File: config.mk
export PLATFORM = sky130hd
export DESIGN_NAME = spart_tx_sched
export DESIGN_NICKNAME = d
export VERILOG_FILES = /design/src/rtl/spart_tx_sched.sv
export SDC_FILE = /design/constraint.sdc
export NUM_CORES = 1
export LEC_CHECK = 0
export ABC_AREA = 1
export BUFFER_PORTS_ARGS = -buffer_cell sky130_fd_sc_hd__buf_2
export CAP_MARGIN = 30
export CORE_MARGIN = 2
export CORE_UTILIZATION = 48
export CTS_CLUSTER_DIAMETER = 150
export DETAILED_ROUTE_END_ITERATION = 12
export PLACE_DENSITY = 0.87
export REMOVE_ABC_BUFFERS = 1
export SLEW_MARGIN = 5
export SYNTH_ARGS = -nofsm -noshare
export SYNTH_HDL_FRONTEND = slang
export SYNTH_SLANG_ARGS = --single-unit
File: constraint.sdc
create_clock -name clk -period 2.2 [get_ports clk]
set_input_delay 0.33 -clock clk [delete_from_list [all_inputs] [get_ports clk]]
set_output_delay 0.33 -clock clk [all_outputs]
set_load 0.05 [all_outputs]
File: src/rtl/spart_tx_sched.sv
// spart_tx_sched: round-robin arbiter that shares one SPART transmitter among
// NUM_REQ byte sources. Each granted byte becomes a single-cycle write to the
// transmit register. The block then waits for tbr to fall and rise again
// before it makes the next grant. An optional packet lock keeps the grant with
// one source until that source sends a byte marked req_last.
module spart_tx_sched #(
  parameter int NUM_REQ = 4,
  parameter int ID_W    = 2
) (
  input  logic                   clk,
  input  logic                   rst_n,
  input  logic [NUM_REQ-1:0]     req_valid,
  input  logic [8*NUM_REQ-1:0]   req_data,
  input  logic [NUM_REQ-1:0]     req_last,
  output logic [NUM_REQ-1:0]     req_ready,
  input  logic                   tbr,
  output logic [1:0]             tx_ioaddr,
  output logic                   tx_iorw,
  output logic [7:0]             tx_data,
  output logic [ID_W-1:0]        grant_id,
  output logic                   busy
);

  typedef enum logic [1:0] {
    ST_IDLE      = 2'd0,
    ST_ISSUE     = 2'd1,
    ST_WAIT_LOW  = 2'd2,
    ST_WAIT_DONE = 2'd3
  } state_e;

  localparam logic [NUM_REQ-1:0] ONE_HOT_0 = {{(NUM_REQ-1){1'b0}}, 1'b1};

  state_e              state_q, state_d;
  logic [ID_W-1:0]     rr_ptr_q, rr_ptr_d;
  logic                lock_q, lock_d;
  logic [ID_W-1:0]     lock_id_q, lock_id_d;
  logic [1:0]          tx_ioaddr_q, tx_ioaddr_d;
  logic                tx_iorw_q, tx_iorw_d;
  logic [7:0]          tx_data_q, tx_data_d;
  logic [ID_W-1:0]     grant_id_q, grant_id_d;
  logic                busy_q, busy_d;

  logic [NUM_REQ-1:0]  eligible_s;
  logic [NUM_REQ-1:0]  lock_mask_s;
  logic                win_found_s;
  logic [ID_W-1:0]     win_idx_s;
  logic [ID_W:0]       cand_s;
  logic                take_s;
  logic                grant_s;
  logic [7:0]          win_data_s;
  logic                win_last_s;
  logic [ID_W-1:0]     next_ptr_s;

  // While a packet is locked only the lock owner may compete.
  always_comb begin
    lock_mask_s = ONE_HOT_0 << lock_id_q;
    eligible_s  = lock_q ? (req_valid & lock_mask_s) : req_valid;
  end

  // Find the first eligible requester at or after rr_ptr, wrapping modulo NUM_REQ.
  always_comb begin
    win_found_s = 1'b0;
    win_idx_s   = '0;
    cand_s      = '0;
    take_s      = 1'b0;
    for (int k = 0; k < NUM_REQ; k++) begin
      cand_s      = {1'b0, rr_ptr_q} + (ID_W+1)'(k);
      cand_s      = (cand_s >= (ID_W+1)'(NUM_REQ)) ? (cand_s - (ID_W+1)'(NUM_REQ)) : cand_s;
      take_s      = !win_found_s && eligible_s[cand_s[ID_W-1:0]];
      win_idx_s   = take_s ? cand_s[ID_W-1:0] : win_idx_s;
      win_found_s = win_found_s | take_s;
    end
  end

  // A grant needs the IDLE state, an idle transmitter and an eligible requester.
  always_comb begin
    grant_s    = (state_q == ST_IDLE) && win_found_s && tbr;
    win_data_s = req_data[int'(win_idx_s)*8 +: 8];
    win_last_s = req_last[win_idx_s];
    next_ptr_s = (win_idx_s == ID_W'(NUM_REQ-1)) ? '0 : (win_idx_s + ID_W'(1));
    req_ready  = grant_s ? (ONE_HOT_0 << win_idx_s) : '0;
  end

  // Next-state logic: one strobe cycle, then follow tbr low and back high.
  always_comb begin
    state_d = state_q;
    case (state_q)
      ST_IDLE:      state_d = grant_s ? ST_ISSUE : ST_IDLE;
      ST_ISSUE:     state_d = ST_WAIT_LOW;
      ST_WAIT_LOW:  state_d = tbr ? ST_WAIT_LOW : ST_WAIT_DONE;
      ST_WAIT_DONE: state_d = tbr ? ST_IDLE : ST_WAIT_DONE;
      default:      state_d = ST_IDLE;
    endcase
  end

  // Next values of the registered outputs and the arbitration state. The
  // strobe is set only on a grant, so it falls back to 01/1 in the ISSUE cycle.
  always_comb begin
    tx_ioaddr_d = 2'b01;
    tx_iorw_d   = 1'b1;
    tx_data_d   = tx_data_q;
    grant_id_d  = grant_id_q;
    rr_ptr_d    = rr_ptr_q;
    lock_d      = lock_q;
    lock_id_d   = lock_id_q;
    if (grant_s) begin
      tx_ioaddr_d = 2'b00;
      tx_iorw_d   = 1'b0;
      tx_data_d   = win_data_s;
      grant_id_d  = win_idx_s;
      rr_ptr_d    = next_ptr_s;
      lock_d      = ~win_last_s;
      lock_id_d   = win_idx_s;
    end else begin
      tx_data_d   = tx_data_q;
      grant_id_d  = grant_id_q;
    end
    busy_d = (state_d != ST_IDLE);
  end

  // State and output registers. An asynchronous reset drops the strobe at once.
  always_ff @(posedge clk or negedge rst_n) begin
    if (!rst_n) begin
      state_q     <= ST_IDLE;
      rr_ptr_q    <= '0;
      lock_q      <= 1'b0;
      lock_id_q   <= '0;
      tx_ioaddr_q <= 2'b01;
      tx_iorw_q   <= 1'b1;
      tx_data_q   <= 8'h00;
      grant_id_q  <= '0;
      busy_q      <= 1'b0;
    end else begin
      state_q     <= state_d;
      rr_ptr_q    <= rr_ptr_d;
      lock_q      <= lock_d;
      lock_id_q   <= lock_id_d;
      tx_ioaddr_q <= tx_ioaddr_d;
      tx_iorw_q   <= tx_iorw_d;
      tx_data_q   <= tx_data_d;
      grant_id_q  <= grant_id_d;
      busy_q      <= busy_d;
    end
  end

  assign tx_ioaddr = tx_ioaddr_q;
  assign tx_iorw   = tx_iorw_q;
  assign tx_data   = tx_data_q;
  assign grant_id  = grant_id_q;
  assign busy      = busy_q;

endmodule

**Word-level counts from Yosys, hierarchy flattened**

Cells that the tools add are included.

- Bits in registers: 19
- Input bits: 43
- Output and inout bits: 18

- Add/subtract/negate cells: 8
- Reduce and logical (&&, ||, !) cells: 10
- Eq/ne operators: 4
- Magnitude comparators: 9
- Bitwise gates (word level): 5
- Shifts and indexed selects: 3
- Mux-type cells: 27

Operator list:

| kind | count |
|---|---|
| indexed part select 32 x 6 -> 8 bit | 1 |
| two-way mux 2 bit | 10 |
| < comparator 2 x 3 -> 1 bit, second input constant | 5 |
| binary-select mux 1 bit (select 2 bit) | 5 |
| >= comparator 3 bit, second input constant | 3 |
| two-way mux 1 bit | 9 |
| two-way mux 4 bit | 2 |
| one-hot mux 2 bit (4 select lines) | 1 |
| left shift 1 x 2 -> 4 bit, first input constant | 2 |
| subtractor 2 x 1 -> 2 bit, second input constant | 4 |
| adder 2 x 2 -> 3 bit, second input constant | 2 |
| equality test 2 bit, second input constant | 3 |
| logical AND 1 bit | 5 |
| bitwise AND 4 bit | 1 |
| adder 2 x 1 -> 3 bit, second input constant | 1 |
| >= comparator 2 x 3 -> 1 bit, second input constant | 1 |
| logical NOT 1 bit | 3 |
| bitwise OR 1 bit | 3 |
| adder 2 x 1 -> 2 bit, second input constant | 1 |
| equality test 2 x 1 -> 1 bit, second input constant | 1 |
| logical NOT 2 bit | 1 |
| nonzero test 2 bit | 1 |
| inverter 1 bit | 1 |

**Longest topological paths before layout**

- Depth after elaboration: 19
- Mapped depth: 16
- Gate-level depth less buffers: 15

**Worst setup path after synthesis**

OpenSTA, ideal clock, no wires.

- Kind: register -> output
- From: reg, netlist name grant_id[1]
- To: out req_ready[0]
- Data arrival time: 2.555 ns
- Data required time: 1.870 ns
- Cell stages (with the launch flop): 15
- Setup slack: -0.685 ns
- Buffers on the path: 1
- Cell sequence: dfrtp_1 -> inv_1 -> nand2_1 -> nand2_1 -> nand3_1 -> nand2_1 -> nand2_1 -> nand2_1 -> a21oi_1 -> nand2_4 -> nand2_4 -> buf_4 -> ha_1 -> inv_1 -> nor2_1

RTL lines:

| element | RTL line | RTL |
|---|---|---|
| to (decl) | 15 | `output logic [NUM_REQ-1:0] req_ready,` |

==> flow_summary.yaml <==
place:
  place_area_mm2: 0.00184
  routabilityCongestion: 0.878
  port_buffers: 59
  dpl.hpwl_um: 2840
  pre_cts_ws_ps: -188
worst_setup_path:
  startpoint_type: "register"
  max_stage_delay_ps: 500
  path_buf_inv: 3
  cp_slowest_cell: "dfrtp_2"
  crit_family: "simple AND/OR/NAND/NOR gates"
  cp_data_arrival_time_ps: 2510
  crit_top_cell: "nand3_4"
  cp.required_ps: 1870
  path_max_fanout: 6
  path_class: "register to output pin"
  end_kind: "output pin"
  cp_cell_sequence: "o21ai_2, buf_4, nand3_4, nand3_1, nand2_2, nand4_4, nand3_4, nand2_4, ha_1, inv_1, nor2_2, buf_6"
status:
  status: "finished with violations"
  violations: "negative setup slack"
clocking:
  htree_levels: 1
  clk_latency_ps: 340
  cts_root_buf: "clkbuf_4"
  clk_pin_slew_worst_paths_ps: 140
  cts_buffers: 3
  cts.sinks: 17
  cts_tree: "done"
  clk_path_buf_depth: 2
logic_synthesis:
  yosysSeqAreaShare_pct: 29.9
  synth_warnings: 0
  syn_area_per_cell_um2: 6.45
  ys_types: 26
  syn_inst: 221
  async_flop_share_pct: 100
  synth-seq-cells: 17
  synthFlopType: "dfrtp_1"
  synth_edf_count: 0
  netlist_area_mm2: 0.00143
sta:
  setup_slack_ps: -638
  max_freq_ghz: 0.352
  period_share_pct: 129
  slew_viol_final: 0
  period_needed_ps: 2840
  setup_viol: 20
  holdWs_ps: 347
  rsz0062_at_grt: "yes"
  hold_viol: 0
  finClkSkew_ps: 17.7
die:
  die_height_um: 58.5
  core_region_area_mm2: 0.00278
  die_x_um: 58.5
  num_io_pins: 61
  fp-row-count: 19
  start_util_pct: 51.3
  dieArea_mm2: 0.00342
detailed_routing:
  drt_drc_violations_left: 0
  postRouteAntennaNets: 0
  viasPerCell: 6.27
  routed_wl_um: 8420
  drtIter0Drc: 273
  wl_per_cell_um: 22.9
  first_pass_iters: 5
  vias: 2309
grt:
  globalRoute.totalOverflow: 0
  grt_pass1_vias: 1788
  grt_usage_pct: 30.2
  grt_antenna_before_repair: 2
  grt_pass1_wl_um: 7910
  grt_max_degree: 18
min_path:
  hold_path.class: "primary input to register"
layout:
  layout-drive-gt1-share_pct: 59.6
  multi_input_comb_area_mm2: 0.00120
  fin_nets: 385
  antenna_cells: 0
  nFillCells: 43
  final_util_pct: 97.4
  area_growth_pct: 90.0
  fin_area_mm2: 0.00271
  regArea_um2: 433
run:
  drv_cap: 0
==> worst min-delay path, cell delays in order <==
cell	delay, ps
buf_2	70
inv_1	30
nand2_1	50
nand3_1	70
nand3_1	80
==> path summary, 6_finish.rpt <==
path                                         start                       to  slack (ps)  depth (start not counted)
max                        grant_id[0]$_DFFE_PN0P_             req_ready[0]        -640                         12
min reg2reg                 tx_data[0]$_DFFE_PN0P_   tx_data[0]$_DFFE_PN0P_         520                          2
max in group asynchronous                    rst_n        tx_iorw$_DFF_PN1_        1410                          2
min                                    req_data[1]   tx_data[1]$_DFFE_PN0P_         350                          5
min in group asynchronous                    rst_n  rr_ptr_q[0]$_DFFE_PN0P_         450                          2
max reg2reg                grant_id[0]$_DFFE_PN0P_   tx_data[1]$_DFFE_PN0P_        -420                         16
==> state kept, by name, summed over array words and instances, names as in the netlist <==
signal    flops
busy          1
tx_iorw       1
state_q       2
grant_id      2
rr_ptr_q      2
lock_q        1
tx_data       8
==> area by class of cell <==
type | count | area share, %
repair inverters | 1 | 0.323
flip-flops and latches | 17 | 16.0
clock buffers | 3 | 0.831
inverters | 34 | 5.72
well taps | 31 | 1.43
repair buffers | 118 | 31.3
multi-input cells | 163 | 44.3
clock inverters | 1 | 0.185
==> layout by cell type, fill, tap and decap left out, types with 5 or more instances in the layout <==
cell type / instances
buf_2: 55
dfrtp_1: 11
buf_4: 43
nand2_4: 14
nand3_1: 26
nand3_4: 10
buf_6: 15
inv_1: 24
dfrtp_2: 5
nand2_2: 15
nand2_1: 61
==> cell usage after synthesis (2+ instances only) <==
cell | n | area [um^2]
nand2_1 | 85 | 319
nand3_1 | 40 | 200
inv_1 | 28 | 105
dfrtp_1 | 16 | 400
nor2_1 | 7 | 26.3
inv_2 | 6 | 22.5
buf_4 | 4 | 30.0
ha_1 | 4 | 50.1
nand2_2 | 4 | 25.0
nand3b_1 | 4 | 30.0
buf_6 | 3 | 33.8
a21oi_1 | 2 | 10.0
nand2_4 | 2 | 22.5
nand4_1 | 2 | 12.5
o21ai_1 | 2 | 10.0
or2_0 | 2 | 12.5
==> logic make-up after synthesis <==
| family | count (synthesis) | synth area share, % |
|---|---|---|
| AND/OR/NAND/NOR | 149 | 48.2 |
| AO/OA/AOI/OAI | 8 | 3.60 |
| other | 1 | 0.263 |
| buffers and inverters | 41 | 13.4 |
| flip-flops | 17 | 29.9 |
| adder cells (fa/ha/maj) | 4 | 3.51 |
| XOR/XNOR | 1 | 1.14 |
==> stage by stage <==
step                      TNS, ps  std cells
after floorplan             -4600        214
after global placement       -276        323
after detailed placement     -398        323
after CTS                   -1250        350
after global routing       -10420        368
final                       -7920        368
==> timing repair <==
action                     4_1_cts  5_1_grt
gates cloned                     0        1
gates resized for setup         52       76
setup buffers                   22       22
pin swaps                       20       42
setup endpoints to repair        4       19
hold endpoints to repair        16        0
hold buffers                     1        0
==> layer usage <==
| layer | part of all wire (%) | vias to the layer above | track usage [%] |
|---|---|---|---|
| li1 | - | 921 | - |
| met1 | 30 | 1019 | 37.0 |
| met2 | 47 | 259 | 54.7 |
| met3 | 11 | 110 | 3.52 |
| met4 | 12 | 0 | 9.97 |
| met5 | 0 | - | 0 |
Power is left out: the tool's default activity adds up to more than one toggle a clock period on the data nets, which glitch-free logic cannot reach.
